`src/rtl/fb_loop_sequencer.sv`:
```
// fb_loop_sequencer
// Timing and mode controller for the FOG closed-loop feedback step generator.
// A free-running period counter produces the per-period accumulate strobe
// (o_trig) and the delayed step-update strobe (o_trig_dly). A small FSM
// sequences the loop mode (off / constant-step / closed-loop) and, while the
// loop is closed, schedules the right-shift gain: coarse while acquiring,
// fine once the demodulated error has stayed inside the lock window.
//
// Optional feature: define FB_SEQ_TIMEOUT_EN to enable the acquisition
// timeout (o_fault plus fallback to constant-step). Without it o_fault is 0
// and acquisition may last indefinitely.
//
// Parameters:
//   PERIOD_W      width of the period counter and timing configuration
//   TRIG_DLY      clocks from o_trig to o_trig_dly (1..4)
//   GAIN_RST      gain reported outside closed-loop and at reset
//   TIMEOUT_TRIGS o_trig count in acquisition before the timeout fires
//
// Ports:
//   i_clk, i_rst_n  clock, asynchronous active-low reset
//   i_mode          0 off, 1 closed-loop, 2 const-step, 3 off
//   i_period        clocks per modulation period (sampled at each wrap)
//   i_trig_ofs      counter value at which o_trig is scheduled
//   i_err           signed demodulated error, valid while o_trig_dly is high
//   i_gain_coarse   shift used while acquiring
//   i_gain_fine     shift used while tracking
//   i_lock_thr      |err| below this counts toward lock
//   i_unlock_thr    |err| above this drops tracking back to acquisition
//   i_lock_cnt      consecutive in-window updates needed for lock (0 => 1)
//   o_trig          accumulate strobe, one clock per period
//   o_trig_dly      step-update strobe, TRIG_DLY clocks after o_trig
//   o_fb_ON         mode word to the step generator (0 off, 1 loop, 2 const)
//   o_gain_sel      shift amount, zero-extended
//   o_state         0 IDLE, 1 CONST, 2 ACQ, 3 TRACK
//   o_locked        high while tracking
//   o_cfg_err       sticky: trigger offset outside the period or period too short
//   o_fault         sticky acquisition timeout (optional feature only)

module fb_loop_sequencer #(
  parameter int PERIOD_W      = 16,
  parameter int TRIG_DLY      = 1,
  parameter int GAIN_RST      = 5,
  parameter int TIMEOUT_TRIGS = 4096
) (
  input  logic                i_clk,
  input  logic                i_rst_n,
  input  logic [1:0]          i_mode,
  input  logic [PERIOD_W-1:0] i_period,
  input  logic [PERIOD_W-1:0] i_trig_ofs,
  input  logic [31:0]         i_err,
  input  logic [4:0]          i_gain_coarse,
  input  logic [4:0]          i_gain_fine,
  input  logic [30:0]         i_lock_thr,
  input  logic [30:0]         i_unlock_thr,
  input  logic [7:0]          i_lock_cnt,
  output logic                o_trig,
  output logic                o_trig_dly,
  output logic [31:0]         o_fb_ON,
  output logic [31:0]         o_gain_sel,
  output logic [1:0]          o_state,
  output logic                o_locked,
  output logic                o_cfg_err,
  output logic                o_fault
);

  typedef enum logic [1:0] {
    ST_IDLE  = 2'd0,
    ST_CONST = 2'd1,
    ST_ACQ   = 2'd2,
    ST_TRACK = 2'd3
  } state_t;

  localparam logic [4:0]          GAIN_RST_V = 5'(GAIN_RST);
  localparam logic [PERIOD_W-1:0] MIN_PERIOD = PERIOD_W'(TRIG_DLY + 2);
  localparam logic [15:0]         TO_LAST    = 16'(TIMEOUT_TRIGS - 1);

  // ---------------------------------------------------------------------
  // Period counter and shadowed timing configuration
  // ---------------------------------------------------------------------
  logic [PERIOD_W-1:0] cnt;
  logic [PERIOD_W-1:0] period_sh;
  logic [PERIOD_W-1:0] ofs_sh;
  logic                loaded;
  logic [PERIOD_W-1:0] eff_period;
  logic [PERIOD_W-1:0] eff_ofs;
  logic                wrap;
  logic                cfg_bad;
  logic                trig_q;
  logic                cfg_err_q;
  logic [TRIG_DLY-1:0] dly_sr;

  // In the first cycle after reset release the shadows are still empty, so
  // the live inputs stand in for them; that cycle is also when they load.
  assign eff_period = loaded ? period_sh : i_period;
  assign eff_ofs    = loaded ? ofs_sh    : i_trig_ofs;
  assign wrap       = (cnt == eff_period - PERIOD_W'(1));
  assign cfg_bad    = (eff_ofs >= eff_period) || (eff_period < MIN_PERIOD);

  // Counter, shadows, accumulate strobe and sticky configuration error.
  always_ff @(posedge i_clk or negedge i_rst_n) begin
    if (!i_rst_n) begin
      cnt       <= '0;
      period_sh <= '0;
      ofs_sh    <= '0;
      loaded    <= 1'b0;
      trig_q    <= 1'b0;
      cfg_err_q <= 1'b0;
    end else begin
      loaded <= 1'b1;
      if (!loaded || wrap) begin
        period_sh <= i_period;
        ofs_sh    <= i_trig_ofs;
      end
      cnt    <= wrap ? '0 : cnt + PERIOD_W'(1);
      trig_q <= (cnt == eff_ofs) && !cfg_bad;
      if (cfg_bad) begin
        cfg_err_q <= 1'b1;
      end
    end
  end

  // Update strobe: o_trig delayed through a TRIG_DLY-deep shift register.
  always_ff @(posedge i_clk or negedge i_rst_n) begin
    if (!i_rst_n) begin
      dly_sr <= '0;
    end else begin
      dly_sr[0] <= trig_q;
      for (int i = 1; i < TRIG_DLY; i++) begin
        dly_sr[i] <= dly_sr[i-1];
      end
    end
  end

  assign o_trig     = trig_q;
  assign o_trig_dly = dly_sr[TRIG_DLY-1];
  assign o_cfg_err  = cfg_err_q;

  // ---------------------------------------------------------------------
  // Error magnitude and lock bookkeeping
  // ---------------------------------------------------------------------
  logic [31:0] err_abs;
  logic [31:0] lock_thr_ext;
  logic [31:0] unlock_thr_ext;
  logic [7:0]  lock_cnt;
  logic [7:0]  lock_inc;
  logic [7:0]  lock_req;

  // -2^31 has no positive counterpart, so it saturates to 2^31-1.
  always_comb begin
    if (i_err == 32'h8000_0000) begin
      err_abs = 32'h7FFF_FFFF;
    end else if (i_err[31]) begin
      err_abs = (~i_err) + 32'd1;
    end else begin
      err_abs = i_err;
    end
  end

  assign lock_thr_ext   = {1'b0, i_lock_thr};
  assign unlock_thr_ext = {1'b0, i_unlock_thr};
  assign lock_inc       = (lock_cnt == 8'hFF) ? 8'hFF : lock_cnt + 8'd1;
  assign lock_req       = (i_lock_cnt == 8'd0) ? 8'd1 : i_lock_cnt;

  // ---------------------------------------------------------------------
  // Acquisition timeout (optional)
  // ---------------------------------------------------------------------
  state_t state;
  logic   fault_q;

`ifdef FB_SEQ_TIMEOUT_EN
  logic [15:0] to_cnt;

  // Counts accumulate strobes spent in ACQ; reaching the limit latches the
  // fault, which keeps the loop in constant-step until mode 0 is applied.
  always_ff @(posedge i_clk or negedge i_rst_n) begin
    if (!i_rst_n) begin
      to_cnt  <= '0;
      fault_q <= 1'b0;
    end else begin
      if (state != ST_ACQ) begin
        to_cnt <= '0;
      end else if (trig_q && (to_cnt != 16'hFFFF)) begin
        to_cnt <= to_cnt + 16'd1;
      end
      if (i_mode == 2'd0) begin
        fault_q <= 1'b0;
      end else if ((state == ST_ACQ) && trig_q && (to_cnt == TO_LAST)) begin
        fault_q <= 1'b1;
      end
    end
  end
`else
  logic unused_timeout;
  assign unused_timeout = ^TO_LAST;
  assign fault_q        = 1'b0;
`endif

  assign o_fault = fault_q;

  // ---------------------------------------------------------------------
  // Mode / gain FSM
  // ---------------------------------------------------------------------
  state_t     mode_target;
  logic       mode_change;
  logic [1:0] fb_on_q;
  logic       locked_q;
  logic [4:0] gain_q;

  function automatic logic [1:0] fb_code(input state_t s);
    case (s)
      ST_CONST:        fb_code = 2'd2;
      ST_ACQ, ST_TRACK: fb_code = 2'd1;
      default:         fb_code = 2'd0;
    endcase
  endfunction

  // Where the requested mode would take the FSM; only acted on at a wrap.
  // Staying in closed-loop keeps ACQ/TRACK, so it is not a mode change.
  always_comb begin
    mode_target = state;
    case (i_mode)
      2'd1: begin
        if (fault_q) begin
          mode_target = ST_CONST;
        end else if ((state == ST_IDLE) || (state == ST_CONST)) begin
          mode_target = ST_ACQ;
        end
      end
      2'd2:    mode_target = ST_CONST;
      default: mode_target = ST_IDLE;
    endcase
  end

  assign mode_change = wrap && (mode_target != state);

  // Mode changes happen only at the wrap and take priority over a lock
  // evaluation in the same cycle. The gain register follows the state with
  // one cycle of lag, so a new gain is first used at the next period's update.
  always_ff @(posedge i_clk or negedge i_rst_n) begin
    if (!i_rst_n) begin
      state    <= ST_IDLE;
      lock_cnt <= '0;
      fb_on_q  <= 2'd0;
      locked_q <= 1'b0;
      gain_q   <= GAIN_RST_V;
    end else begin
      case (state)
        ST_ACQ:   gain_q <= i_gain_coarse;
        ST_TRACK: gain_q <= i_gain_fine;
        default:  gain_q <= GAIN_RST_V;
      endcase

      if (mode_change) begin
        state    <= mode_target;
        lock_cnt <= '0;
        fb_on_q  <= fb_code(mode_target);
        locked_q <= (mode_target == ST_TRACK);
      end else if (o_trig_dly && (state == ST_ACQ)) begin
        if (err_abs < lock_thr_ext) begin
          if (lock_inc >= lock_req) begin
            state    <= ST_TRACK;
            lock_cnt <= '0;
            locked_q <= 1'b1;
          end else begin
            lock_cnt <= lock_inc;
          end
        end else begin
          lock_cnt <= '0;
        end
      end else if (o_trig_dly && (state == ST_TRACK)) begin
        if (err_abs > unlock_thr_ext) begin
          state    <= ST_ACQ;
          lock_cnt <= '0;
          locked_q <= 1'b0;
        end
      end
    end
  end

  assign o_state    = state;
  assign o_fb_ON    = {30'd0, fb_on_q};
  assign o_locked   = locked_q;
  assign o_gain_sel = {27'd0, gain_q};

endmodule

```
`config.mk`:
```
export PLATFORM = sky130hd
export DESIGN_NAME = fb_loop_sequencer
export DESIGN_NICKNAME = d
export VERILOG_FILES = /design/src/rtl/fb_loop_sequencer.sv
export SDC_FILE = /design/constraint.sdc
export NUM_CORES = 1
export LEC_CHECK = 0
export ABC_AREA = 1
export CAP_MARGIN = 20
export CORE_ASPECT_RATIO = 1.2
export CORE_MARGIN = 10
export CORE_UTILIZATION = 30
export CTS_CLUSTER_DIAMETER = 100
export DETAILED_ROUTE_END_ITERATION = 12
export HOLD_SLACK_MARGIN = 0.06
export PLACE_DENSITY_LB_ADDON = 0.1
export SYNTH_ARGS = -nofsm -noshare
export SYNTH_HDL_FRONTEND = slang
export SYNTH_SLANG_ARGS = --single-unit
```
`constraint.sdc`:
```
create_clock -name i_clk -period 6.8 [get_ports i_clk]
set_input_delay 1.02 -clock i_clk [delete_from_list [all_inputs] [get_ports i_clk]]
set_output_delay 1.02 -clock i_clk [all_outputs]
set_load 0.02 [all_outputs]
```
; ---- Word-level counts from Yosys, hierarchy flattened
; Cells that the tools add are included.
; Widths: inputs -> output; s select.
[classes]
n_eq_ne = 15
mux = 29
n_reduce_logical = 16
bitwise = 1
addsub = 4
magnitude_cmp = 5
[ops]
columns = operator, count
row1 = $mux 32, 2
row2 = $mux 8, 8
row3 = $mux 16, 3
row4 = $add 32x1->32 const B, 1
row5 = $eq 16x16->1, 2
row6 = $eq 32x32->1 const B, 1
row7 = $gt 32x31->1, 1
row8 = $lt 32x31->1, 1
row9 = $not 32->32, 1
row10 = $add 16x1->16 const B, 1
row11 = $ge 16x16->1, 1
row12 = $lt 16x2->1 const B, 1
row13 = $sub 16x1->16 const B, 1
row14 = $mux 2, 7
row15 = $eq 2x2->1 const B, 5
row16 = $pmux 5 s2, 1
row17 = $add 8x1->8 const B, 1
row18 = $eq 8x8->1 const B, 1
row19 = $ge 8x8->1, 1
row20 = $logic_not 8->1, 1
row21 = $pmux 2 s2, 2
row22 = $eq 2x1->1 const B, 3
row23 = $mux 1, 6
row24 = $ne 3x2->1 const B, 2
row25 = 9 further kinds, 16
[totals]
ff_bits = 70

; ---- Depth between registers and ports, before layout
[logic_depth]
ltp_word = 9
ltp_mapped = 26

; ---- Least setup slack after synthesis
; Ideal clock, no wire load.
[synth_path]
kind = input-to-reg
startpoint = input i_err[0]
endpoint = register locked_q (netlist: o_locked)
slack_ns = 2.862
arrival_time_ns = 3.821
n_path_buf = 2
cell_stages = 23
setup_time_ns = 0.117
path_cell_list = inv_1 -> ha_1 -> inv_1 -> nor3_2 -> nand2_1 -> nor2_1 -> nand3_1 -> nor2_1 -> clkbuf_1 -> a21oi_1 -> o21ai_0 -> ha_1 -> a21oi_1 -> o21ai_0 -> o21ai_0 -> nand4_1 -> nand3_1 -> nand3_1 -> nand3_1 -> nand3_2 -> buf_6 -> nand3_1 -> nand2_1
[synth_between]
elab_chain_len = 7
word_cells_on_any_way = 10
classes_between = 1 x add/sub / 2 x order compare / 2 x eq/ne / 2 x mux / 1 x bitwise / 2 x reduce/logical
[synth_lines]
columns = element, line
row1 = "start, declared", 50  ; input logic [31:0] i_err,
row2 = $not 32->32, 153  ; err_abs = (~i_err) + 32'd1;
row3 = $add 32x1->32, 153
row4 = $mux 32, 152  ; end else if (i_err[31]) begin
row5 = $mux 32 *, 150  ; if (i_err == 32'h8000_0000) begin
row6 = $lt 32x31->1 / $gt 32x31->1 (equally long branches), "259, 271"
row7 = $ne 3x2->1 (no source line) / $reduce_bool 3->1 (equally long branches), n/a
row8 = $reduce_and 4->1 (no source line) *, n/a
row9 = "end signal, assigned", 257  ; locked_q <= (mode_target == ST_TRACK);
row10 = "end, declared", 206  ; logic locked_q;
; Every way passes the cells marked *; elsewhere a longest branch is shown, timed or not.
; A chain may end at the register's enable or synchronous reset.

; ---- Worst setup path after layout
[layout_path]
startpoint = input i_err[0]
endpoint = register state[0] (netlist: o_state[0])
[layout_between]
elab_chain_len = 7
word_cells_on_any_way = 10
classes_between = 1 x add/sub / 2 x order compare / 2 x eq/ne / 2 x mux / 1 x bitwise / 2 x reduce/logical
[layout_lines]
columns = element, line
row1 = $not 32->32, 153
row2 = $add 32x1->32, 153
row3 = $mux 32, 152
row4 = $mux 32 *, 150
row5 = $lt 32x31->1 / $gt 32x31->1 (equally long branches), "259, 271"
row6 = $ne 3x2->1 (no source line) / $reduce_bool 3->1 (equally long branches), n/a
row7 = $reduce_and 4->1 (no source line) *, n/a
row8 = "end signal, assigned", 254  ; state <= mode_target;
row9 = "end, declared", 167  ; state_t state;
; Marks and branches as above.

==> out/results.txt <==
gp weighted congestion - 0.8875
num rows - 65
final setup fails - 0
setup_tns - 0 ns
worst skew pair latency - 0.35 ns
Core Region - 26110 sq um
Max Cap Viol - 0
GRT Total Usage - 0.1506
Hold Path Origin - o_trig
Required @ worst endpoint - 7.04 ns
crit start category - primary input
Slew headroom - 0.3654
FFs w/ async S/R, synth - 1.000
die area - 33230 sq um
Ys Warns - 0
vias in the first global route - 7506
Reg clk slew, reported paths - 0.07 ns
switching pwr - 0.5132 mW
Seq pwr share - 0.319
dpl ws - 1.287 ns
leakage power - 4.953 nW
FF+latch count, synth - 70
sw frac - 0.3532
Clk pwr share - 0.342
combinational share of power - 0.339
Filler Cell Count - 2899
n_diodes - 0
Max Clk Rate - 0.1959 GHz
Post-Syn Area - 7895 sq um
drt total wl - 25080 um
number of library cell types mapped by synthesis - 48
Area Overhead vs Synth - 25.15%
final cell count without fillers - 1672
leading cell type by number of instances after synthesis - nand2_1
post-CTS setup buffer count - 0
die width - 168.1 um
largest cells by area after synthesis - dfrtp_1 22%, ha_1 15%, nand2_1 13%, inv_1 9.8%, buf_4 5.7%
initial antenna violation count - 0
syn_area_per_cell - 6.685 sq um
grt total ovfl - 0
top post-synthesis cells by count - 264 x nand2_1, 207 x inv_1, 93 x ha_1
Critical Path AT - 5.35 ns
layout cells sized above 1 - 0.04936
FF+latch area - 1754 sq um
DR pass1 iterations - 4
vias after detailed routing - 7521
Peak VDD IR - 0.1116 mV
minimum clock period - 5.105 ns
wire per inst - 15.00 um
worst-path fanout max - 11
Final Hold Fails - 0
post-route clock period utilization - 0.7508
Port Buf Inserts - 160
H-Tree Level Count - 3
most area-hungry cell type in the Yosys netlist - dfrtp_1
Internal Power - 0.9399 mW
Post-synth EDFFs - 0
Sink Count - 70
TritonCTS Buffers - 9
Vias/cell - 4.498
Initial Utilization - 0.3024
Yosys top cell area share - 0.2155
Post-DP HPWL - 20930 um
CP endpoint kind - flop
Root Buffer - clkbuf_16
worst-case clock buffer depth - 2
RSZ-0062 raised after global routing - no
largest net degree at the start of global routing - 71
multi-input logic area - 4961 sq um
Final #Nets - 1573
placed cell count - 1656
Hold-fix buffers, CTS - 0
worst reg2reg path startpoint - loaded
final core occ - 0.3785
# IOs - 219
first-pass GRT wire length - 40440 um
Final WS setup - 1.695 ns
post-CTS sizing - 0
Hold Path Class - reg2reg
clk_skew - 0.007393 ns
Slew Limit Fails - 0
crit path kind - in2reg
Post-synth top flop - dfrtp_1
CTS tree - yes
die height - 197.7 um
Tightest Pin Transition - 0.9520 ns
DR iter-0 viols - 378
CP startpoint - i_err[0]
sequential share of the synthesized area - 0.2222
Synth Instances - 1181
Remaining DRCs - 0
pwr dens - 147.1 nW/um^2
antenna-violating nets left - 0
status - finished clean
worst max-delay path, cell delays in order:
cell	delay, ns
clkdlybuf4s50_1	0.45
inv_1	0.10
ha_1	0.15
inv_1	0.05
nor3_2	0.22
nand2_1	0.12
nor2_1	0.19
nand3_1	0.15
nor2_1	0.58
inv_1	0.31
o21ai_0	0.15
a21o_1	0.14
ha_1	0.12
nand2_1	0.04
inv_1	0.06
nand3_1	0.07
nor3_1	0.34
o21ai_0	0.22
nand4_1	0.13
nand3_1	0.09
nand3_1	0.09
nand3_1	0.10
nand3_2	0.23
nand2_2	0.10
nand2_1	0.06
nand2_1	0.05
flip-flops by register name, indices dropped and copies added (netlist names):
name,flops
cnt,16
o_cfg_err,1
period_sh,16
gain_q,5
o_trig,1
o_state,2
o_trig_dly,1
ofs_sh,16
loaded,1
fb_on_q,2
o_locked,1
lock_cnt,8
cell type report:
class	count	area share
Timing Repair Buffer	164	0.1649
Clock buffer	9	0.02279
Sequential cell	70	0.1775
Inverter	218	0.08282
Clock inverter	7	0.007471
Tap cell	335	0.04242
Multi-Input combinational cell	869	0.5021
cells in the final DEF (no fill, tap or decap), types with 27 or more instances in the layout:
master	n
xor2_1	34
dfrtp_1	68
inv_1	207
clkdlybuf4s50_1	159
nor3_1	27
conb_1	59
nand2_1	264
o21ai_0	89
nor2_1	85
ha_1	93
a21oi_1	58
nand3_1	53
power groups by stage:
stage / combinational [mW] / sequential, mW / clock, mW
after floorplan: 0.338 / 0.467 / 0
after global placement: 0.494 / 0.471 / 0
after global routing: 0.569 / 0.468 / 0.530
final: 0.493 / 0.463 / 0.497
after detailed placement: 0.497 / 0.470 / 0
after CTS: 0.499 / 0.463 / 0.513
through the flow:
stage | cell area, sq um | hold WS, ns | power [mW]
after floorplan | 8109 | 0.4585 | 0.8048
after global placement | 9582 | 0.4366 | 0.9645
after detailed placement | 9582 | 0.4331 | 0.9670
after CTS | 9881 | 0.4485 | 1.475
after global routing | 9881 | 0.4586 | 1.567
final | 9881 | 0.4363 | 1.453
metal layers:
layer,wire length (um),global-route usage,up-vias
met1,11280,0.1861,3350
li1,-,-,3959
met5,0,0,-
met4,278,0.03583,0
met3,1335,0.02856,16
met2,12180,0.2634,196
path summary, 6_finish.rpt:
path | cells after the start | slack, ns | end
worst max-delay path | 26 | 1.69 | o_state[0]
worst min-delay path | 0 | 0.44 | o_trig_dly
worst max register to register | 18 | 3.31 | period_sh[11]
worst min register to register | 0 | 0.44 | o_trig_dly
max in group asynchronous | 1 | 5.37 | gain_q[4]
min in group asynchronous | 1 | 0.82 | ofs_sh[10]
logic make-up (layout without fill, tap and decap cells):
kind of cell	after synthesis	count (layout)	share of synthesized area
AND/OR/NAND/NOR	481	481	0.2667
multiplexers	4	4	0.005705
AO/OA/AOI/OAI	192	192	0.1361
buffers and inverters	299	398	0.1765
adder cells (fa/ha/maj)	93	93	0.1474
flip-flops	70	70	0.2222
XOR/XNOR	40	40	0.04437
other	2	59	0.0009512
(Power assumes the default switching activity.)
